--- src/rtl/in_service_control.sv ---
`default_nettype none
// ============================================================================
//  Module      : in_service_control
//  Description : 8259-style in-service register (ISR) and priority resolver.
//                Tracks the INTA acknowledge sequence and handles specific,
//                non-specific and automatic EOI. Supports rotating priority.
//
//  Ports
//    clock                 rising-edge clock for all state
//    reset                 asynchronous, active-high reset
//    interrupt_request     pending requests (already masked), bit n = IRn
//    interrupt_acknowledge one-cycle strobe per INTA falling edge (2 per ack)
//    end_of_interrupt      one-cycle non-specific EOI strobe
//    specific_eoi          one-cycle specific EOI strobe (level on eoi_level)
//    eoi_level             level cleared by specific_eoi
//    rotate_on_eoi         when 1, every clearing EOI also rotates priority
//    auto_eoi_mode         when 1, ISR bit clears on the second INTA strobe
//    in_service_register   current ISR
//    priority_rotate       lowest-priority level
//    interrupt             registered INT request to the CPU
//    acknowledged_level    level latched on the first INTA strobe
//    acknowledged_valid    1 while acknowledged_level is a real request
//
//  Revision    : 1.0  initial release
// ============================================================================
module in_service_control (
    input  logic       clock,
    input  logic       reset,
    input  logic [7:0] interrupt_request,
    input  logic       interrupt_acknowledge,
    input  logic       end_of_interrupt,
    input  logic       specific_eoi,
    input  logic [2:0] eoi_level,
    input  logic       rotate_on_eoi,
    input  logic       auto_eoi_mode,
    output logic [7:0] in_service_register,
    output logic [2:0] priority_rotate,
    output logic       interrupt,
    output logic [2:0] acknowledged_level,
    output logic       acknowledged_valid
);

    typedef enum logic [1:0] {
        ST_IDLE      = 2'd0,
        ST_ACK1_DONE = 2'd1,
        ST_ACK2_DONE = 2'd2
    } state_t;

    // Scan from the highest priority level (rot+1) downwards; first set ISR bit
    // is the highest-ranked one. Returns {found, level}.
    function automatic logic [3:0] f_top(input logic [7:0] isr, input logic [2:0] rot);
        logic       found;
        logic [2:0] sel;
        logic [2:0] lvl;
        found = 1'b0;
        sel   = 3'd0;
        for (int r = 0; r < 8; r++) begin
            lvl = rot + 3'd1 + 3'(r);
            if (!found && isr[lvl]) begin
                found = 1'b1;
                sel   = lvl;
            end
        end
        return {found, sel};
    endfunction

    // Same scan, but the first in-service bit encountered blocks every request
    // at the same or lower rank. Returns {found, level}.
    function automatic logic [3:0] f_qual(input logic [7:0] req, input logic [7:0] isr,
                                          input logic [2:0] rot);
        logic       found;
        logic       blocked;
        logic [2:0] sel;
        logic [2:0] lvl;
        found   = 1'b0;
        blocked = 1'b0;
        sel     = 3'd0;
        for (int r = 0; r < 8; r++) begin
            lvl = rot + 3'd1 + 3'(r);
            if (!found && !blocked) begin
                if (isr[lvl]) begin
                    blocked = 1'b1;
                end else if (req[lvl]) begin
                    found = 1'b1;
                    sel   = lvl;
                end
            end
        end
        return {found, sel};
    endfunction

    state_t     r_state;
    logic [7:0] r_isr;
    logic [2:0] r_rot;
    logic       r_int;
    logic [2:0] r_ack_level;
    logic       r_ack_valid;

    state_t     w_state_next;
    logic [7:0] w_clear;
    logic [7:0] w_set;
    logic [7:0] w_isr_next;
    logic [2:0] w_rot_next;
    logic [2:0] w_ack_level_next;
    logic       w_ack_valid_next;
    logic       w_eoi_hit;
    logic [2:0] w_eoi_lvl;
    logic       w_aeoi_rot;
    logic [3:0] w_top;
    logic [3:0] w_qual;
    logic [3:0] w_qual_post;
    logic       w_int_next;

    // Both the EOI target and the acknowledged level use the pre-edge state.
    assign w_top  = f_top(r_isr, r_rot);
    assign w_qual = f_qual(interrupt_request, r_isr, r_rot);

    always_comb begin
        w_state_next     = r_state;
        w_clear          = 8'h00;
        w_set            = 8'h00;
        w_rot_next       = r_rot;
        w_ack_level_next = r_ack_level;
        w_ack_valid_next = r_ack_valid;
        w_eoi_hit        = 1'b0;
        w_eoi_lvl        = 3'd0;
        w_aeoi_rot       = 1'b0;

        // Specific EOI takes precedence; a non-specific EOI is then ignored.
        if (specific_eoi) begin
            if (r_isr[eoi_level]) begin
                w_eoi_hit = 1'b1;
                w_eoi_lvl = eoi_level;
            end
        end else if (end_of_interrupt && w_top[3]) begin
            w_eoi_hit = 1'b1;
            w_eoi_lvl = w_top[2:0];
        end
        if (w_eoi_hit) begin
            w_clear[w_eoi_lvl] = 1'b1;
        end

        case (r_state)
            ST_IDLE: begin
                if (interrupt_acknowledge) begin
                    w_state_next     = ST_ACK1_DONE;
                    w_ack_valid_next = w_qual[3];
                    // Spurious acknowledge reports level 7 and sets nothing.
                    w_ack_level_next = w_qual[3] ? w_qual[2:0] : 3'd7;
                    if (w_qual[3]) begin
                        w_set[w_qual[2:0]] = 1'b1;
                    end
                end
            end
            ST_ACK1_DONE: begin
                if (interrupt_acknowledge) begin
                    w_state_next = ST_IDLE;
                    if (auto_eoi_mode && r_ack_valid) begin
                        w_clear[r_ack_level] = 1'b1;
                        w_aeoi_rot           = rotate_on_eoi;
                    end
                end
            end
            default: begin
                // ACK2_DONE is transient and never held.
                w_state_next = ST_IDLE;
            end
        endcase

        // An explicit EOI rotation wins over the auto-EOI rotation.
        if (w_eoi_hit && rotate_on_eoi) begin
            w_rot_next = w_eoi_lvl;
        end else if (w_aeoi_rot) begin
            w_rot_next = r_ack_level;
        end
    end

    assign w_isr_next  = (r_isr & ~w_clear) | w_set;
    assign w_qual_post = f_qual(interrupt_request, w_isr_next, w_rot_next);
    assign w_int_next  = (w_state_next == ST_IDLE) && w_qual_post[3];

    always_ff @(posedge clock or posedge reset) begin
        if (reset) begin
            r_state     <= ST_IDLE;
            r_isr       <= 8'h00;
            r_rot       <= 3'd7;
            r_int       <= 1'b0;
            r_ack_level <= 3'd0;
            r_ack_valid <= 1'b0;
        end else begin
            r_state     <= w_state_next;
            r_isr       <= w_isr_next;
            r_rot       <= w_rot_next;
            r_int       <= w_int_next;
            r_ack_level <= w_ack_level_next;
            r_ack_valid <= w_ack_valid_next;
        end
    end

    assign in_service_register = r_isr;
    assign priority_rotate     = r_rot;
    assign interrupt           = r_int;
    assign acknowledged_level  = r_ack_level;
    assign acknowledged_valid  = r_ack_valid;

endmodule
`default_nettype wire
--- config.mk ---
export PLATFORM = sky130hd
export DESIGN_NAME = in_service_control
export DESIGN_NICKNAME = d
export VERILOG_FILES = /design/src/rtl/in_service_control.sv
export SDC_FILE = /design/constraint.sdc
export NUM_CORES = 1
export LEC_CHECK = 0
export ABC_CLOCK_PERIOD_IN_PS = 14700
export BUFFER_PORTS_ARGS = -buffer_cell sky130_fd_sc_hd__buf_2
export CAP_MARGIN = 40
export CORE_UTILIZATION = 50
export DETAILED_ROUTE_END_ITERATION = 16
export GPL_ROUTABILITY_DRIVEN = 0
export PLACE_DENSITY = 0.7
export SYNTH_ARGS = -nofsm -noshare
export SYNTH_HDL_FRONTEND = slang
export SYNTH_SLANG_ARGS = --single-unit
--- constraint.sdc ---
create_clock -name clock -period 14.7 [get_ports clock]
set_input_delay 2.94 -clock clock [delete_from_list [all_inputs] [get_ports clock]]
set_output_delay 2.94 -clock clock [all_outputs]
set_load 0.005 [all_outputs]
**Yosys cells after proc, flatten, opt, wreduce, memory -nomap -nowiden**

Cells that the tools add are included.

- Bits in registers: 18
- Input bits: 18
- Output and inout port bits: 16
- Logic and storage cells: 319

- $add $sub $neg: 16
- Order comparisons: 23
- Equal/unequal tests: 1
- Muxes and demuxes: 204
- Bitwise logic cells: 4
- Reductions and logical operators: 65

Operator list:

| operator | count |
|---|---|
| 1-bit two-way mux | 121 |
| 3-bit two-way mux | 37 |
| 1-bit binary-select mux with 3-bit select | 33 |
| 3-bit by 4-bit < comparator with 1-bit output (second input constant) | 20 |
| 8-bit two-way mux | 7 |
| 1-bit zero test | 34 |
| 1-bit logical AND | 28 |
| 3-bit adder (second input constant) | 8 |
| 8-bit bitwise OR | 2 |
| 3-bit by 1-bit adder with 3-bit output (second input constant) | 4 |
| 3-bit by 2-bit adder with 3-bit output (second input constant) | 4 |
| 1-bit demux with 3-bit select | 3 |
| 3-bit by 1-bit >= comparator with 1-bit output (second input constant) | 3 |
| 8-bit bitwise AND | 1 |
| 8-bit inverter | 1 |
| 2-bit zero test | 2 |
| 2-bit two-way mux | 2 |
| 2-bit case mux with 2 select lines | 1 |
| 2-bit by 1-bit == test with 1-bit output (second input constant) | 1 |
| 2-bit AND reduction | 1 |

**Logic depth before layout (Yosys ltp)**

- Word-level depth: 65
- Depth in mapped cells: 25
- Depth with buffers taken out: 19

**Worst setup path after synthesis**

OpenSTA, ideal clock, no wires.

- Path kind: in2reg
- Start: input port eoi_level[0]
- End: register r_int (netlist: interrupt)
- Setup time: 94 ps
- Arrival time: 7011 ps
- Required time: 14606 ps
- Path slack: 7596 ps
- Cell stages on the path: 17
- Buffers on the path: 5
- Cells stage by stage: clkbuf_1 mux2_2 a2bb2oi_1 and3_1 nand2b_1 o311a_1 nor3_1 a221o_1 buf_6 buf_4 ha_1 buf_1 clkbuf_1 mux4_2 nor2b_4 or3_4 a221oi_2

- Elaborated cells on any way between the ends: 119
- Classes of those cells: add/sub (8); order compare (2); mux (81); bitwise (4); reduce/logical (24)

RTL lines:

| what | RTL line | RTL |
|---|---|---|
| start: declaration | 33 | `input logic [2:0] eoi_level,` |
| 1-bit binary-select mux with 3-bit select | 131 | `if (r_isr[eoi_level]) begin` |
| 1-bit two-way mux (not written as such) | 131 |  |
| 1-bit two-way mux | 131 |  |
| 1-bit two-way mux | 130 | `if (specific_eoi) begin` |
| 1-bit logical AND | 171 | `if (w_eoi_hit && rotate_on_eoi) begin` |
| 3-bit two-way mux (*) | 171 |  |
| net w_rot_next[0] | 103 | `logic [2:0] w_rot_next;` |
| 3-bit by 1-bit adder with 3-bit output (*) | 79 | `lvl = rot + 3'd1 + 3'(r);` |
| parallel branches: the longest is 24 deep, another holds 3-bit by 1-bit adder with 3-bit output | -- |  |
| 1-bit two-way mux (*) | 80 | `if (!found && !blocked) begin` |
| 1-bit logical AND (*) | 180 | `assign w_int_next = (w_state_next == ST_IDLE) && w_qual_post[3];` |
| net w_int_next | 112 | `logic w_int_next;` |
| end signal: assignment | 194 | `r_int <= w_int_next;` |
| end: declaration | 95 | `logic r_int;` |

Mark *: on every way through the listed nets, which the timed path passes. The select of a mux whose other input is x is not followed.
A chain may end at the register's enable or synchronous reset.

**Worst setup path after layout**

- Start: register r_rot[0] (netlist: priority_rotate[0])
- End: register r_int (netlist: interrupt)

- Longest elaborated chain between the ends: 65
- Elaborated cells on any way between the ends: 275
- Classes of those cells: add/sub (16); order compare (4); mux (191); bitwise (4); reduce/logical (60)

Ends and longest elaborated chain:

| what | RTL line | RTL |
|---|---|---|
| start: declaration | 94 | `logic [2:0] r_rot;` |
| start signal: assignment | 193 | `r_rot <= w_rot_next;` |
| parallel branches: the longest is 63 deep, another holds 3-bit by 1-bit adder with 3-bit output | -- |  |
| 1-bit two-way mux (*) | 80 |  |
| 1-bit logical AND (*) | 180 |  |
| net w_int_next | 112 |  |

Marked as above.

==> impl_metrics.toml <==
[setup_path]
r2r-end = "interrupt"
startpoint_type = "flop"
worstPathRequired_ns = 14.87
end_kind = "flop"
r2r_cells = 19
crit_fanout = 36
path_class = "flop to flop"
timing.reg2reg.setup_slack_ns = 7.05
arrival_ns = 7.82
r2r_start = "priority_rotate[0]"

[synth]
synth_flop_cell = "dfrtp_1"
synth_cells = 457
syn-num-nets = 479
yosys_warnings = 0
ys_ff_latch = 18
seq_area_frac_synth = 0.111
synth_common_cells = "40 x mux2i_1, 36 x nor2_1, 35 x nand2_1, 27 x mux4_2"
synth_top_area_frac = 0.148
async_flop_share = 1.00
synth.avg_cell_area_um2 = 8.97
ys_types = 101
yosysMostFrequentCell = "mux2i_1"
netlist_top_cells_area = "mux4_2 15%, mux2i_1 9.8%, dfrtp_1 9.2%"
synth_edf_count = 0
syn_area_um2 = 4100
synth_top_cell_by_area = "mux4_2"

[placement]
io_buffers = 33
dp_hpwl_um = 9140

[clock_tree]
cts_tree = "yes"
cts_buffers = 3
cts_hold_buf = 0
root_buffer = "clkbuf_8"
worstSkewPairLatency_ns = 0.26
htree_levels = 1
cts_resized = 0
cts.sinks = 18
cts_buffer_depth = 2
path_clk_slew_ns = 0.07
postCtsSetupBuffers = 0

[grt]
grt_use_met1 = 0.402
grt_start_max_net_pins = 37
grt_use_met2 = 0.483
gr-total-overflow = 0
grt_most_used_layer = "met2"
antenna_found_initial = 0
gr-usage-met3 = 0.0402
grt_pass1_wl_um = 19900
track_usage = 0.295
grt_pass1_vias = 3793

[die]
die_w_um = 92.5
num_rows = 32
core_um2 = 7810
design.portCount = 34
fp.dieH_um = 92.5
die_area_um2 = 8560
initial_utilization = 0.525

[worst_hold_path]
hold_path_end = "r_state[0]"
hp-start = "r_state[1]"
hold_class = "flop to flop"
hold_path_depth = 1

[outcome]
status = "completed"

[cells_and_area]
final_core_util = 0.543
diodes = 0
fillers = 721
area_growth_pct = 3.48
regArea_um2 = 454
final_nets = 484
multi_input_area_um2 = 3350
layout-drive-gt1-share = 0.252

[sta]
final-hold-violation-count = 0
fmax_ghz = 0.131
slew_viol_final = 0
max-slew-margin-rel = 0.409
rsz0062_at_grt = "false"
tns_ns = 0
worstMarginPinSlew_ns = 0.887
finalCritPeriodShare = 0.520
report.final.setup_viol = 0
final.setup_skew_ns = 0.00418
period_needed_ns = 7.65

[routing]
routedWlPerCell_um = 22.1
via_per_inst = 7.23
routed_wirelength_um = 12500
drt_iter0_drc = 555
drc = 0
antenna_left = 0
vias = 4073
first_pass_iters = 7

[run]
max_cap_viol_count = 0
registers in the layout (all words and copies together), names as in the netlist:
signal	cells
acknowledged_level	3
acknowledged_valid	1
in_service_register	8
interrupt	1
priority_rotate	3
r_state	2
through the flow:
stage                     worst slack [ns]  cell area [µm²]  cells  hold WS, ns
after global placement                6.92             4150    557        0.475
after detailed placement              6.93             4190    559        0.478
final                                 7.05             4240    563        0.485
after CTS                             7.13             4240    563        0.492
after global routing                  6.48             4240    563        0.487
after floorplan                       7.60             4100    457        0.416
worst max-delay path: stages (launching register included):
cell,delay (ns)
dfstp_2,1.11
inv_2,0.25
ha_2,0.77
buf_16,0.25
inv_2,0.13
o311ai_1,0.28
o311ai_1,0.17
a31oi_1,0.56
buf_2,0.29
nand2_1,0.09
o311a_1,0.36
nor3_1,0.20
a221o_1,0.72
ha_1,0.68
clkinv_1,0.45
mux4_2,0.58
mux2i_1,0.16
o211ai_1,0.10
o21bai_1,0.17
a221oi_2,0.21
how the worst max path moves through the flow:
stage                                   from   endpoint  slack (ns)  depth (start not counted)
final                     priority_rotate[0]  interrupt        7.05                         19
after global routing      priority_rotate[0]  interrupt        6.48                         18
after CTS                 priority_rotate[0]  interrupt        7.13                         18
after detailed placement        eoi_level[0]  interrupt        6.93                         15
after global placement    priority_rotate[0]  interrupt        6.92                         17
after floorplan                 eoi_level[0]  interrupt        7.60                         17
final cells by class:
| cell class | instances | share of cell area |
|---|---|---|
| sequential | 18 | 0.107 |
| clock buffer | 4 | 0.0130 |
| inverter | 13 | 0.0121 |
| multi-input combinational | 391 | 0.791 |
| timing repair buffer | 35 | 0.0466 |
| tap | 102 | 0.0301 |
cells in the final DEF, fill, tap and decap left out, drive strengths merged, types with 4 or more instances in the layout:
master,count
buf,35
ha,4
o211ai,5
a21o,7
a21oi,20
nand2b,13
a31oi,10
mux2i,42
nand3,12
nand3b,7
and2,5
a221oi,11
nor4,4
or3,5
o21ai,20
xnor2,6
and3,5
dfrtp,15
mux4,28
nand2,36
nor4b,4
clkbuf,4
mux2,13
nor2,37
nor2b,7
inv,12
nor3,21
per-layer routing:
layer / part of all wire / routed length (µm)
met3: 0.079 / 989
met1: 0.42 / 5220
met2: 0.48 / 5960
met4: 0.023 / 291
met5: 0 / 0
kinds of logic (layout without fill, tap and decap cells):
group	count (synthesis)	after routing	share of synthesized area
other	1	1	0.000915
adder cells (fa/ha/maj)	4	4	0.0122
multiplexers	83	83	0.297
XOR/XNOR	10	10	0.0382
flip-flops	18	18	0.111
AND/OR/NAND/NOR	170	170	0.226
AO/OA/AOI/OAI	123	123	0.243
buffers and inverters	48	52	0.0711
Power is not shown: default switching activity piles up to over one toggle a cycle in this logic, so the estimate is an artifact.
